## config.mk

```make
export PLATFORM = sky130hd
export DESIGN_NAME = alu_cmd_ctrl
export DESIGN_NICKNAME = d
export VERILOG_FILES = /design/src/rtl/alu_cmd_ctrl.sv
export SDC_FILE = /design/constraint.sdc
export NUM_CORES = 1
export LEC_CHECK = 0
export BUFFER_PORTS_ARGS = -buffer_cell sky130_fd_sc_hd__buf_2
export CORE_ASPECT_RATIO = 1.5
export CORE_MARGIN = 8
export CORE_UTILIZATION = 56
export DETAILED_ROUTE_END_ITERATION = 10
export PLACE_DENSITY = 0.8
export SLEW_MARGIN = 20
export SYNTH_ARGS = -nofsm -noshare
export SYNTH_HDL_FRONTEND = slang
export SYNTH_SLANG_ARGS = --single-unit
```

## constraint.sdc

```tcl
create_clock -name clk -period 2.65 [get_ports clk]
set_input_delay 0.3975 -clock clk [delete_from_list [all_inputs] [get_ports clk]]
set_output_delay 0.3975 -clock clk [all_outputs]
set_load 0.1 [all_outputs]
```

## src/rtl/alu_cmd_ctrl.sv

```systemverilog
// Command-side initiator for the combinational alu32: valid/ready command intake,
// one registered issue stage driving the ALU, and a FWFT response FIFO with tags.
module alu_cmd_ctrl #(
  parameter int DEPTH = 4,
  parameter int TAG_W = 4
) (
  input  logic             clk,
  input  logic             rst_n,
  input  logic             cmd_valid,
  output logic             cmd_ready,
  input  logic [31:0]      cmd_a,
  input  logic [31:0]      cmd_b,
  input  logic [3:0]       cmd_op,
  input  logic             cmd_chain,
  input  logic [TAG_W-1:0] cmd_tag,
  output logic [31:0]      alu_a,
  output logic [31:0]      alu_b,
  output logic [3:0]       alu_op,
  input  logic [31:0]      alu_y,
  input  logic [3:0]       alu_flags,
  output logic             rsp_valid,
  input  logic             rsp_ready,
  output logic [31:0]      rsp_y,
  output logic [3:0]       rsp_flags,
  output logic [TAG_W-1:0] rsp_tag,
  output logic             rsp_err,
  output logic [15:0]      op_count
);

  localparam int PTR_W = (DEPTH > 1) ? $clog2(DEPTH) : 1;
  localparam int CNT_W = PTR_W + 1;
  localparam logic [CNT_W:0] LP_DEPTH = (CNT_W+1)'(DEPTH);
  localparam logic [3:0] LP_LAST_LEGAL_OP = 4'd8;

  // Issue stage
  logic             r_s1_valid;
  logic [31:0]      r_s1_a;
  logic [31:0]      r_s1_b;
  logic [3:0]       r_s1_op;
  logic             r_s1_chain;
  logic [TAG_W-1:0] r_s1_tag;
  logic [31:0]      r_last_y;
  logic [15:0]      r_op_count;

  // Response FIFO
  logic [31:0]      r_mem_y     [DEPTH];
  logic [3:0]       r_mem_flags [DEPTH];
  logic [TAG_W-1:0] r_mem_tag   [DEPTH];
  logic             r_mem_err   [DEPTH];
  logic [PTR_W-1:0] r_wr_ptr;
  logic [PTR_W-1:0] r_rd_ptr;
  logic [CNT_W-1:0] r_count;

  logic             w_accept;
  logic             w_err;
  logic             w_push;
  logic             w_pop;
  logic             w_empty;
  logic [CNT_W:0]   w_occupancy;
  logic [31:0]      w_push_y;
  logic [3:0]       w_push_flags;

  // Occupancy counts the S1 entry too, so its completion always has a free slot.
  assign w_occupancy  = {1'b0, r_count} + {{CNT_W{1'b0}}, r_s1_valid};
  assign cmd_ready    = (w_occupancy < LP_DEPTH);
  assign w_accept     = cmd_valid && cmd_ready;
  assign w_err        = (r_s1_op > LP_LAST_LEGAL_OP);
  assign w_push       = r_s1_valid;
  assign w_empty      = (r_count == '0);
  assign w_pop        = !w_empty && rsp_ready;
  assign w_push_y     = w_err ? 32'd0 : alu_y;
  assign w_push_flags = w_err ? 4'd0 : alu_flags;

  assign alu_a  = r_s1_valid ? (r_s1_chain ? r_last_y : r_s1_a) : 32'd0;
  assign alu_b  = r_s1_valid ? r_s1_b : 32'd0;
  assign alu_op = r_s1_valid ? r_s1_op : 4'd0;

  assign rsp_valid = !w_empty;
  assign rsp_y     = w_empty ? 32'd0 : r_mem_y[r_rd_ptr];
  assign rsp_flags = w_empty ? 4'd0 : r_mem_flags[r_rd_ptr];
  assign rsp_tag   = w_empty ? '0 : r_mem_tag[r_rd_ptr];
  assign rsp_err   = w_empty ? 1'b0 : r_mem_err[r_rd_ptr];
  assign op_count  = r_op_count;

  always_ff @(posedge clk or negedge rst_n) begin
    if (!rst_n) begin
      r_s1_valid <= 1'b0;
      r_s1_a     <= 32'd0;
      r_s1_b     <= 32'd0;
      r_s1_op    <= 4'd0;
      r_s1_chain <= 1'b0;
      r_s1_tag   <= '0;
    end else begin
      r_s1_valid <= w_accept;
      if (w_accept) begin
        r_s1_a     <= cmd_a;
        r_s1_b     <= cmd_b;
        r_s1_op    <= cmd_op;
        r_s1_chain <= cmd_chain;
        r_s1_tag   <= cmd_tag;
      end
    end
  end

  // last_y lands at the same edge a chained follower enters S1, so no forwarding is needed.
  always_ff @(posedge clk or negedge rst_n) begin
    if (!rst_n) begin
      r_last_y   <= 32'd0;
      r_op_count <= 16'd0;
    end else if (r_s1_valid) begin
      if (!w_err) r_last_y <= alu_y;
      if (r_op_count != 16'hFFFF) r_op_count <= r_op_count + 16'd1;
    end
  end

  always_ff @(posedge clk) begin
    if (w_push) begin
      r_mem_y[r_wr_ptr]     <= w_push_y;
      r_mem_flags[r_wr_ptr] <= w_push_flags;
      r_mem_tag[r_wr_ptr]   <= r_s1_tag;
      r_mem_err[r_wr_ptr]   <= w_err;
    end
  end

  always_ff @(posedge clk or negedge rst_n) begin
    if (!rst_n) begin
      r_wr_ptr <= '0;
      r_rd_ptr <= '0;
      r_count  <= '0;
    end else begin
      if (w_push) r_wr_ptr <= r_wr_ptr + 1'b1;
      if (w_pop)  r_rd_ptr <= r_rd_ptr + 1'b1;
      case ({w_push, w_pop})
        2'b10:   r_count <= r_count + 1'b1;
        2'b01:   r_count <= r_count - 1'b1;
        default: r_count <= r_count;
      endcase
    end
  end

endmodule
```

* Word level (Yosys, flattened, before mapping)
Memories as Yosys holds them, arrays and structs flattened. Cells that the tools add are included.
Word-level totals: memories 4, bits in latches 0, logic and storage cells 47, input port bits 113, RAM bits 164, memory bits (read-only) 0, register bits after elaboration 129
Cells by class: bitwise operators 1, equal/unequal tests 3, $lt $le $gt $ge 2, shift-type cells 0, multiply operators 0, reduce and logical (&&, ||, !) cells 7, multiplexer cells 13, divide/modulo/power cells 0, add/sub/neg operators 6
Memories:
- r_mem_y | depth 4, width 32, read ports 1, clocked after memory_dff 0, write ports 1, RTL line 46 | logic [31:0] r_mem_y [DEPTH];
- r_mem_flags | depth 4, width 4, read ports 1, clocked after memory_dff 0, write ports 1, RTL line 47 | logic [3:0] r_mem_flags [DEPTH];
- r_mem_tag | depth 4, width 4, read ports 1, clocked after memory_dff 0, write ports 1, RTL line 48 | logic [TAG_W-1:0] r_mem_tag [DEPTH];
- r_mem_err | depth 4, width 1, read ports 1, clocked after memory_dff 0, write ports 1, RTL line 49 | logic r_mem_err [DEPTH];
Operators with widths (count):
- $mux W32 | 5
- $add A16 B1 Y16 const B | 1
- $mux W4 | 4
- $ne A16 B16 Y1 const B | 1
- $pmux W3 S2 | 1
- $add A2 B1 Y2 const B | 2
- $add A3 B1 Y4 | 1
- $gt A4 B4 Y1 const B | 1
- $lt A4 B3 Y1 const B | 1
- $reduce_and A2 Y1 | 2
- $add A3 B1 Y3 const B | 1
- $logic_not A3 Y1 | 1
- $mux W1 | 3
- $sub A3 B1 Y3 const B | 1
- $eq A2 B1 Y1 const B | 1
- $eq A2 B2 Y1 const B | 1
- $logic_and A1 B1 Y1 | 2
- $reduce_bool A2 Y1 | 1
- $logic_not A1 Y1 | 1
- $not A1 Y1 | 1

* Depth between registers and ports, before layout
depth after elaboration 5, gate-level depth with buffers 9, depth with buffers taken out 8

* Worst setup path after synthesis
OpenSTA, ideal clock, no wires.
kind register to output, from register r_count[0], to output rsp_flags[0], setup slack -0.255 ns, buffers on the path 2, data required time 2.253 ns, arrival time 2.508 ns, stages on the path, launching flop included 5, path through dfrtp_1 -> or3_1 -> buf_2 -> clkbuf_1 -> and2_1
On the way: cells in the longest elaborated chain, start to end 2
Ends and longest elaborated chain:
- start, declared | RTL line 52 | logic [CNT_W-1:0] r_count;
- start signal, assigned | RTL line 134 | 2'b10: r_count <= r_count + 1'b1;
- start signal, assigned | RTL line 135 | 2'b01: r_count <= r_count - 1'b1;
- start signal, assigned | RTL line 136 | default: r_count <= r_count;
- $logic_not A3 Y1 | RTL line 69 | assign w_empty = (r_count == '0);
- $mux W4 | RTL line 80 | assign rsp_flags = w_empty ? 4'd0 : r_mem_flags[r_rd_ptr];
- end, declared | RTL line 24 | output logic [3:0] rsp_flags,
Every way passes these cells.

* Worst setup path after layout
from register r_rd_ptr[0], to output rsp_y[25]
On the way: cells in the longest elaborated chain, start to end 2
Ends and longest elaborated chain:
- start, declared | RTL line 51 | logic [PTR_W-1:0] r_rd_ptr;
- start signal, assigned | RTL line 132 | if (w_pop) r_rd_ptr <= r_rd_ptr + 1'b1;
- $mem_v2 Z4 W32
- $mux W32 | RTL line 79 | assign rsp_y = w_empty ? 32'd0 : r_mem_y[r_rd_ptr];
- end, declared | RTL line 23 | output logic [31:0] rsp_y,
Every way passes these cells.

==> metrics <==
outcome finished, final reports clean; Vias 7,180; Wirelength per Cell 22.73 um; slew margin rel. 0.6116; Worst Hold Class in2reg; Worst path top cell family by delay multiplexers; multi-input logic area 4207 um2; critical-path cell list clkbuf_16, mux4_1, and2_1, buf_12; Post-DP Area 15,350 um2; dpl ws 0.4229 ns; area of the mapped netlist 12,680 um2; pin count of the biggest net entering global routing 60; Num CTS Buffers 27; initial antenna violation count 3; syn avg cell area 16.93 um2; Data arrival, critical path 2.21 ns; post-route cell area 16,330 um2; Worst setup SP type register; drt first-iter violations 295; crit path max-delay cell type mux4_1; worst hold slack 0.1045 ns; Slew @ Worst Pin 0.5805 ns; Worst Path Buf+Inv 2; # placed instances 1,248; Max Clock Freq 0.3835 GHz; Post-DP HPWL 20.65 mm; Levels on crit path 4; # IOs 240; GRT overflow 0; wirelength, routed 29.65 mm; Worst-Skew Late Latency 0.52 ns; Post-Syn Instances 749; number of global-route vias before repair 7,917; Setup crit start r_rd_ptr[0]; Via density 5.506; Initial Util 0.5687; Final setup viols 0; Total Nets Final 1,126; fin. max-slew vios 0; Die Ht 200.3 um; sequential area share after synthesis 0.6429; CTS Buffer Depth 3; clock tree root buffer cell clkbuf_16; area grow syn2layout 28.78%; max cap viols 0; IO Port Bufs 239; Worst path max stage delay 0.59 ns; Hold Violations, Final 0; Routed Antenna Nets 0; critical path class reg2out; Die W 138.9 um; H-tree depth 1; storage element area 8162 um2; First-pass DRT Iterations 4; number of remaining DRC errors 0; CP endpoint rsp_y[25]; global placement routability congestion 0.7791; Synth Net Count 869; clk sink count 293; site row count 67; clk slew on worst S/H paths 0.07 ns; Top FF cell, synth edfxtp_1; setup ws final 0.04219 ns; Post-synth EDFFs 164; non-filler instance count after layout 1,304; count of different cell masters after synthesis 38; final period utilization 0.9841; R2R Path End r_count[2]; FF-to-FF Start r_count[0]; first-pass GRT wire length 45.68 mm; Synthesis Warnings 0; Synth Register Bits 293; GR Util All Layers 0.2101; critical path required time 2.25 ns; die area 27,820 um2; Clock Skew 0.01243 ns; reg2reg path depth 8; Period minus WS final 2.608 ns; CP Capture Type output pin; setup slack, reg-to-reg 0.60 ns; CTS tree done; Placeable Area 22,300 um2; Async S/R FF share, synth 0.4403; share of layout cells above drive strength 1 0.4337; crit-path max FO 10; fillers 1,346
-- worst register-to-register path: stages, from the launching register on --
cell	delay [ns]
dfrtp_1	0.44
or3_1	0.47
and2_4	0.21
ha_1	0.20
inv_1	0.07
fa_1	0.17
xor2_1	0.16
nor2_1	0.07
xor2_1	0.14
-- layout make-up --
class,count,share of cell area
antenna,2,0.0003064
clock buffer,35,0.04321
clock inverter,14,0.01272
inverter,9,0.002068
multi-input combinational,405,0.2576
sequential,293,0.4997
tap,276,0.02114
timing repair buffer,270,0.1633
-- flip-flops by register name, summed over array words and instances (netlist names), 16 cells and up --
name,count
r_mem_tag,16
r_mem_y,128
r_last_y,32
r_mem_flags,16
r_s1_a,32
op_count,16
r_s1_b,32
-- stage by stage --
stage	util	setup TNS [ns]
final	0.7324	0
after CTS	0.7310	0
after global routing	0.7324	-0.04212
after detailed placement	0.6884	0
after global placement	0.6884	0
after floorplan	-	0
-- how the worst min path moves through the flow --
stage	startpoint	endpoint	slack, ns	depth (start not counted)
finish	cmd_b[24]	r_s1_b[24]	0.10	2
global route	cmd_b[14]	r_s1_b[14]	0.08	2
CTS	cmd_b[24]	r_s1_b[24]	0.08	2
detailed placement	rst_n	r_s1_b[17]	0.41	1
global placement	rst_n	r_s1_b[17]	0.40	1
floorplan	rst_n	op_count[0]	0.10	0
-- what timing repair did --
action / 4_1_cts / 5_1_grt
hold buffers: 1 / 0
gates cloned: 0 / 1
hold endpoints to repair: 56 / 0
endpoints found under the setup margin: 32 / 7
setup buffers: 3 / 0
gates resized for setup: 1 / 1
-- logic make-up after synthesis --
logic type | Yosys count | synth area share
muxes | 183 | 0.2207
DFF | 293 | 0.6429
adders and majority gates | 7 | 0.007498
and+or+nand+nor | 189 | 0.08406
buffers and inverters | 51 | 0.02713
xor gates and xnor gates | 16 | 0.01105
AOI/OAI and AO/OA | 10 | 0.006709
-- synth_stat cells, drive strengths merged, types with 7 or more instances --
cell,count,area (um2)
xor2,10,87.58
mux4,41,1021
nor2,40,150.1
nand2,8,32.54
buf,25,245.2
dfrtp,129,3228
mux2,108,1438
nand3,7,35.03
clkbuf,17,65.06
mux2i,34,340.3
inv,9,33.78
edfxtp,164,4925
and2,118,740.7
-- per-layer routing --
metal	part of all wire	global-route usage
met3	0.060	0.05023
met4	0.023	0.06336
met5	0.00044	0
met2	0.54	0.3963
met1	0.37	0.2268
-- cell usage in the layout, fill, tap and decap left out, types with 26 or more instances in the layout --
| cell | count |
|---|---|
| mux2i_1 | 34 |
| and2_1 | 113 |
| nor2_1 | 40 |
| buf_12 | 82 |
| clkbuf_16 | 28 |
| buf_2 | 164 |
| edfxtp_1 | 164 |
| mux2_2 | 48 |
| dfrtp_1 | 126 |
| mux4_1 | 26 |
| mux2_4 | 59 |
Power is left out: the tool's default activity adds up to more than one toggle a clock period on the data nets, which glitch-free logic cannot reach.
